[src/rtl/demux1n2_stream.sv]
// demux1n2_stream: registered 1-to-2 stream demultiplexer.
// Sel steers each input word into one of two output FIFOs.
module demux1n2_stream #(
  parameter int W     = 2,
  parameter int DEPTH = 2
) (
  input  logic            Clock,
  input  logic            Reset,
  input  logic [W-1:0]    hyrja,
  input  logic            hyrja_valid,
  output logic            hyrja_ready,
  input  logic            Sel,
  output logic [W-1:0]    dalja0,
  output logic            dalja0_valid,
  input  logic            dalja0_ready,
  output logic [W-1:0]    dalja1,
  output logic            dalja1_valid,
  input  logic            dalja1_ready,
  output logic [$clog2(DEPTH):0] niveli0,
  output logic [$clog2(DEPTH):0] niveli1
);

  localparam int AW = $clog2(DEPTH);
  localparam logic [AW:0]   FULLN = (AW+1)'(DEPTH);
  localparam logic [AW:0]   CNT1  = (AW+1)'(1);
  localparam logic [AW-1:0] PTR1  = AW'(1);

  logic [1:0]          full;
  logic [1:0]          vld;
  logic [1:0]          push;
  logic [1:0]          pop;
  logic [1:0]          rdy;
  logic [2*W-1:0]      head;
  logic [2*(AW+1)-1:0] lvl;

  assign rdy = {dalja1_ready, dalja0_ready};

  // Only registered occupancy feeds ready: no path from consumer ready.
  assign hyrja_ready = !full[Sel];

  for (genvar g = 0; g < 2; g++) begin : g_q
    logic [W-1:0]  mem [DEPTH];
    logic [AW-1:0] wp;
    logic [AW-1:0] rp;
    logic [AW:0]   cnt;

    assign full[g] = (cnt == FULLN);
    assign vld[g]  = (cnt != '0);
    assign push[g] = hyrja_valid
                   && (Sel == 1'(g))
                   && !full[g];
    assign pop[g]  = vld[g] && rdy[g];

    assign head[g*W +: W]       = vld[g] ? mem[rp] : '0;
    assign lvl[g*(AW+1) +: AW+1] = cnt;

    always_ff @(posedge Clock) begin
      if (push[g] && !Reset) begin
        mem[wp] <= hyrja;
      end
    end

    always_ff @(posedge Clock) begin
      if (Reset) begin
        wp  <= '0;
        rp  <= '0;
        cnt <= '0;
      end else begin
        if (push[g]) begin
          wp <= wp + PTR1;
        end
        if (pop[g]) begin
          rp <= rp + PTR1;
        end
        unique case ({push[g], pop[g]})
          2'b10:   cnt <= cnt + CNT1;
          2'b01:   cnt <= cnt - CNT1;
          default: cnt <= cnt;
        endcase
      end
    end
  end

  assign dalja0       = head[W-1:0];
  assign dalja1       = head[2*W-1:W];
  assign dalja0_valid = vld[0];
  assign dalja1_valid = vld[1];
  assign niveli0      = lvl[AW:0];
  assign niveli1      = lvl[2*(AW+1)-1:AW+1];

endmodule

[config.mk]
export PLATFORM = sky130hd
export DESIGN_NAME = demux1n2_stream
export DESIGN_NICKNAME = d
export VERILOG_FILES = /design/src/rtl/demux1n2_stream.sv
export SDC_FILE = /design/constraint.sdc
export NUM_CORES = 1
export LEC_CHECK = 0
export ABC_AREA = 1
export BUFFER_PORTS_ARGS = -buffer_cell sky130_fd_sc_hd__buf_2
export CAP_MARGIN = 20
export CORE_UTILIZATION = 54
export DETAILED_ROUTE_END_ITERATION = 16
export PLACE_DENSITY = 0.78
export SYNTH_ARGS = -nofsm -noshare
export SYNTH_HDL_FRONTEND = slang
export SYNTH_SLANG_ARGS = --single-unit
[constraint.sdc]
create_clock -name Clock -period 3.65 [get_ports Clock]
set_clock_uncertainty 0.15 [all_clocks]
set_input_delay 0.1825 -clock Clock [delete_from_list [all_inputs] [get_ports Clock]]
set_output_delay 0.1825 -clock Clock [all_outputs]
set_load 0.03 [all_outputs]
==> results.toml, run 1 <==
[floorplan]
core_area_um2 = 1370
die_h_um = 41.1
ioPinCount = 19
dieWidth_um = 41.1
fp-row-count = 13
start_util_pct = 60.3
die-area_um2 = 1690

[grt]
grtUsageMet3_pct = 3.26
use_met1_pct = 25.1
use_met2_pct = 40.6
antenna_found_initial = 0
grt_use_total_pct = 22.6
grt_max_degree = 11
gr-total-overflow = 0
grt_first_pass_wirelength_mm = 2.42
grt-busiest-layer = "met2"
first_global_vias = 608

[critical_path]
reg2reg_depth = 9
rrSetupSlack_ns = 2.03
required_ns = 3.73
critical_path_class = "flip-flop to flip-flop"
r2r-start = "niveli1[0]$_SDFFE_PP0P_"
arrival_ns = 1.70
crit_path_max_fanout = 7
cp-end-kind = "flip-flop"
critPathLaunchType = "flip-flop"
r2r-end = "niveli1[1]$_SDFFE_PP0P_"

[worst_hold_path]
hold_class = "input port to flip-flop"
hold_path_depth = 3
hold_path_end = "g_q[0].wp$_SDFFE_PP0P_"
min-delay-start = "hyrja_valid"

[synthesis]
ys_ff_latch = 18
synth_warnings = 0
syn_inst = 103
synthesis.nets = 113
synth.distinct_cells = 15
yosysSeqAreaShare_pct = 53.4
syn_avg_cell_area_um2 = 8.01
netlist_area_um2 = 825

[detailed_routing]
viasPerCell = 5.09
wl_per_cell_um = 11.4
vias = 718
drt_wl_total_mm = 1.61
first_pass_iters = 4
remaining_drc_errors = 0
ant_nets = 0
drt_iter0_markers = 29

[sta]
rsz0062_at_grt = "false"
worstMarginPinSlew_ns = 0.279
post-route-min-period_ns = 1.62
fin_crit_sh_pct = 44.4
finalMaxSlewViolations = 0
final.setup.tns_ns = 0
fmax_mhz = 617
slew_headroom_pct = 81.3
finalSetupViolCount = 0
hold_violations = 0

[cts]
cts_tree = "yes"
clkLatencyLatePin_ns = 0.29
cts.sinks = 18
cts_root_buffer = "clkbuf_4"
cts_setup_buffers = 0
cts_htree_levels = 1
numCtsBuffers = 3
clock_path_buffers = 2
clkTransAtPathRegs_ns = 0.09

[run]
cap_violations = 0

[final_layout]
fill_cells = 112
n_antenna_cell = 0
area_delta_synth_final_pct = 18.4
final_nets = 138
drive_gt1_share_pct = 23.0
utilization_pct = 71.4

[pwr]
leakagePower_nw = 0.484
powerDensity_nw_per_um2 = 532
ir_drop_uv = 325

[placed_design]
gp_congestion = 0.707
io_buffers = 18
place_hpwl_mm = 1.26

[run_status]
status = "finished, final reports clean"
## timing repair
item                                   CTS  global route
hold buffers                             2             0
resized for setup                        0             0
endpoints found under the hold margin    8             0
## worst max path at each step
stage,end,startpoint
floorplan,niveli1[1]$_SDFFE_PP0P_,niveli1[0]$_SDFFE_PP0P_
global placement,niveli1[1]$_SDFFE_PP0P_,niveli1[0]$_SDFFE_PP0P_
detailed placement,niveli1[1]$_SDFFE_PP0P_,niveli1[0]$_SDFFE_PP0P_
CTS,niveli1[1]$_SDFFE_PP0P_,niveli1[0]$_SDFFE_PP0P_
global route,niveli1[0]$_SDFFE_PP0P_,niveli1[0]$_SDFFE_PP0P_
finish,niveli1[1]$_SDFFE_PP0P_,niveli1[0]$_SDFFE_PP0P_
## cells in the mapped netlist
| cell | number | share of area [%] |
|---|---|---|
| a21oi_1 | 6 | 3.6 |
| clkinv_1 | 1 | 0.45 |
| dfxtp_1 | 10 | 24 |
| edfxtp_1 | 8 | 29 |
| ha_1 | 2 | 3.0 |
| inv_1 | 14 | 6.4 |
| inv_2 | 1 | 0.45 |
| nand2_1 | 28 | 13 |
| nand2_2 | 1 | 0.76 |
| nand3_1 | 2 | 1.2 |
| nand3_2 | 2 | 2.4 |
| nand4_1 | 4 | 3.0 |
| nor2_1 | 18 | 8.2 |
| nor2_2 | 4 | 3.0 |
| o21ai_0 | 2 | 1.2 |
## metal layers
layer / vias up / share of wire (%)
met2: 32 / 51
met5: - / 0
met3: 5 / 5.7
met4: 0 / 1.9
li1: 376 / -
met1: 305 / 42
## power breakdown
group	total (W)	switching [W]	internal [W]
logic	0.000176	0.000122	0.0000532
registers	0.000250	0.0000193	0.000230
clock network	0.0000944	0.0000560	0.0000384
## cell type report
class	count	area (um2)	area share (%)
Clock buffer	3	22.5	2.31
Inverter	16	60.1	6.15
Multi-Input combinational cell	69	324	33.2
Sequential cell	18	440	45.1
Tap cell	15	18.8	1.92
Timing Repair Buffer	20	110	11.3
## cell families after synthesis
group	synth area share (%)
buffers and inverters	7.28
AO/OA/AOI/OAI	4.86
flip-flops	53.4
adder cells (fa/ha/maj)	3.03
AND/OR/NAND/NOR	31.4
## through the flow
| stage | cell area, um2 | hold WS, ns | std cells | total power, W | setup WS [ns] |
|---|---|---|---|---|---|
| floorplan | 825 | 0.131 | 103 | 0.000378 | 1.94 |
| global route | 976 | 0.104 | 141 | 0.000550 | 1.89 |
| finish | 976 | 0.0794 | 141 | 0.000520 | 2.03 |
| CTS | 976 | 0.0778 | 141 | 0.000519 | 2.04 |
| global placement | 933 | 0.265 | 136 | 0.000419 | 2.10 |
| detailed placement | 933 | 0.263 | 136 | 0.000428 | 2.06 |
## cell usage in the layout (no fill, tap or decap)
cell type      count
nand3_2            2
edfxtp_1           8
ha_1               2
nand4_1            4
o21ai_0            2
clkinv_1           1
nand2_2            1
inv_2              1
nand2_1           28
dfxtp_1           10
nand3_1            2
dlygate4sd3_1      2
nor2_2             4
clkbuf_4           3
inv_1             14
nor2_1            18
a21oi_1            6
buf_2             18
## critical path, stage by stage (launching register included)
cell     delay [ns]
dfxtp_1        0.45
inv_1          0.10
nand2_2        0.09
nand3_2        0.09
ha_1           0.30
inv_1          0.11
nand2_1        0.06
nor2_1         0.08
nor2_1         0.04
nor2_1         0.09
Note: power is estimated with default switching activity, not from simulation.
==> run 2: changes to the inputs <==
--- a/config.mk
+++ b/config.mk
@@ -8,9 +8,9 @@
 export ABC_AREA = 1
 export BUFFER_PORTS_ARGS = -buffer_cell sky130_fd_sc_hd__buf_2
 export CAP_MARGIN = 20
-export CORE_UTILIZATION = 54
+export CORE_UTILIZATION = 50
 export DETAILED_ROUTE_END_ITERATION = 16
-export PLACE_DENSITY = 0.78
+export PLACE_DENSITY = 0.73
 export SYNTH_ARGS = -nofsm -noshare
 export SYNTH_HDL_FRONTEND = slang
 export SYNTH_SLANG_ARGS = --single-unit
==> constraint.sdc (replaced) <==
create_clock -name Clock -period 1.5 [get_ports Clock]
set_clock_uncertainty 0.15 [all_clocks]
set_input_delay 0.075 -clock Clock [delete_from_list [all_inputs] [get_ports Clock]]
set_output_delay 0.075 -clock Clock [all_outputs]
set_load 0.03 [all_outputs]
==> results.toml, run 2 (same netlist as run 1, synthesis figures left out) <==
[grt]
grt_max_degree = 11
grt_first_pass_wirelength_mm = 2.67
gr-total-overflow = 0
first_global_vias = 692
grt_use_total_pct = 20.1
antenna_found_initial = 0

[detailed_routing]
ant_nets = 0
first_pass_iters = 3
vias = 743
drt_iter0_markers = 9
viasPerCell = 4.95
wl_per_cell_um = 10.6
drt_wl_total_mm = 1.58
remaining_drc_errors = 0

[run_status]
status = "finished, final reports clean"

[cts]
cts.sinks = 18
clock_path_buffers = 2
numCtsBuffers = 3
clkLatencyLatePin_ns = 0.29
cts_tree = "yes"
cts_root_buffer = "clkbuf_4"
cts_htree_levels = 1
clkTransAtPathRegs_ns = 0.10

[critical_path]
arrival_ns = 1.53
critPathLaunchType = "input port"
cp-end-kind = "flip-flop"
crit_path_max_fanout = 3
required_ns = 1.54
critical_path_class = "input port to flip-flop"

[final_layout]
final_nets = 145
most-common-layout-cells = "nand2_1, nor2_1, buf_2, inv_1, edfxtp_1"
drive_gt1_share_pct = 30.6
fin_area_um2 = 1100
n_antenna_cell = 0
utilization_pct = 72.1
area_delta_synth_final_pct = 33.2
layout_commonest_cell = "nand2_1"

[placed_design]
place_hpwl_mm = 1.17
gp_congestion = 0.718
dpl_cell_area_um2 = 960
io_buffers = 18

[sta]
timing.hold.ws_ns = 0.0465
finalSetupViolCount = 0
rsz0062_at_grt = "true"
hold_violations = 0
fmax_mhz = 671
slew_headroom_pct = 82.7
finalMaxSlewViolations = 0
post-route-min-period_ns = 1.49
worstMarginPinSlew_ns = 0.258
fin_crit_sh_pct = 99.3

[run]
cap_violations = 0

[worst_hold_path]
hold_class = "input port to flip-flop"

[pwr]
powerDensity_nw_per_um2 = 1220
leakagePower_nw = 0.514
ir_drop_uv = 787

[floorplan]
die-area_um2 = 1820
start_util_pct = 54.1
core_area_um2 = 1520
die_h_um = 42.6
ioPinCount = 19
dieWidth_um = 42.6
fp-row-count = 14
run 2: repair_timing:
item,CTS,global route
cloned,0,0
setup buffers,0,1
resized for setup,2,6
endpoints found under the hold margin,10,0
setup endpoints to repair,2,6
hold buffers,6,0
run 2: power by group:
group	internal [W]	switching (W)
logic	0.000176	0.000311
clock network	0.0000968	0.000144
registers	0.000567	0.0000494
total	0.000841	0.000504
run 2: metal layers:
layer | up-vias | GRT usage [%] | routed length, um
li1 | 394 | - | -
met5 | - | 0 | 0
met3 | 5 | 3.88 | 38
met2 | 15 | 36.6 | 815
met4 | 0 | 11.3 | 31
met1 | 329 | 21.3 | 699
run 2: worst max-delay path: stages:
cell           delay (ns)
buf_2                0.11
dlygate4sd3_1        0.61
nand4_1              0.13
dlygate4sd3_1        0.55
nand2_1              0.05
run 2: final timing paths:
path	start	to	slack, ns	cells past startpoint
min reg2reg	g_q[0].wp$_SDFFE_PP0P_	g_q[0].wp$_SDFFE_PP0P_	0.34	2
max	Sel	g_q[1].wp$_SDFFE_PP0P_	0.01	5
max reg2reg	niveli1[0]$_SDFFE_PP0P_	g_q[1].wp$_SDFFE_PP0P_	0.04	5
min	dalja0_ready	flip-flop	0.05	5
run 2: layout make-up:
type / count / area, um2
clock buffers: 3 / 22.5
clock inverters: 1 / 3.75
fillers: 120 / 425
inverters: 16 / 62.6
multi-input cells: 69 / 367
flip-flops and latches: 18 / 450
well taps: 16 / 20.0
repair buffers: 27 / 173
run 2: stage by stage:
step	power, W	setup slack, ns	cells	TNS, ns
final	0.00134	0.0104	150	0
after global routing	0.00143	-0.0100	150	-0.0276
after CTS	0.00133	0.00493	149	0
after detailed placement	0.00107	-0.00508	139	-0.00609
after global placement	0.00105	0.0230	139	0
after floorplan	0.000928	0.0186	103	0
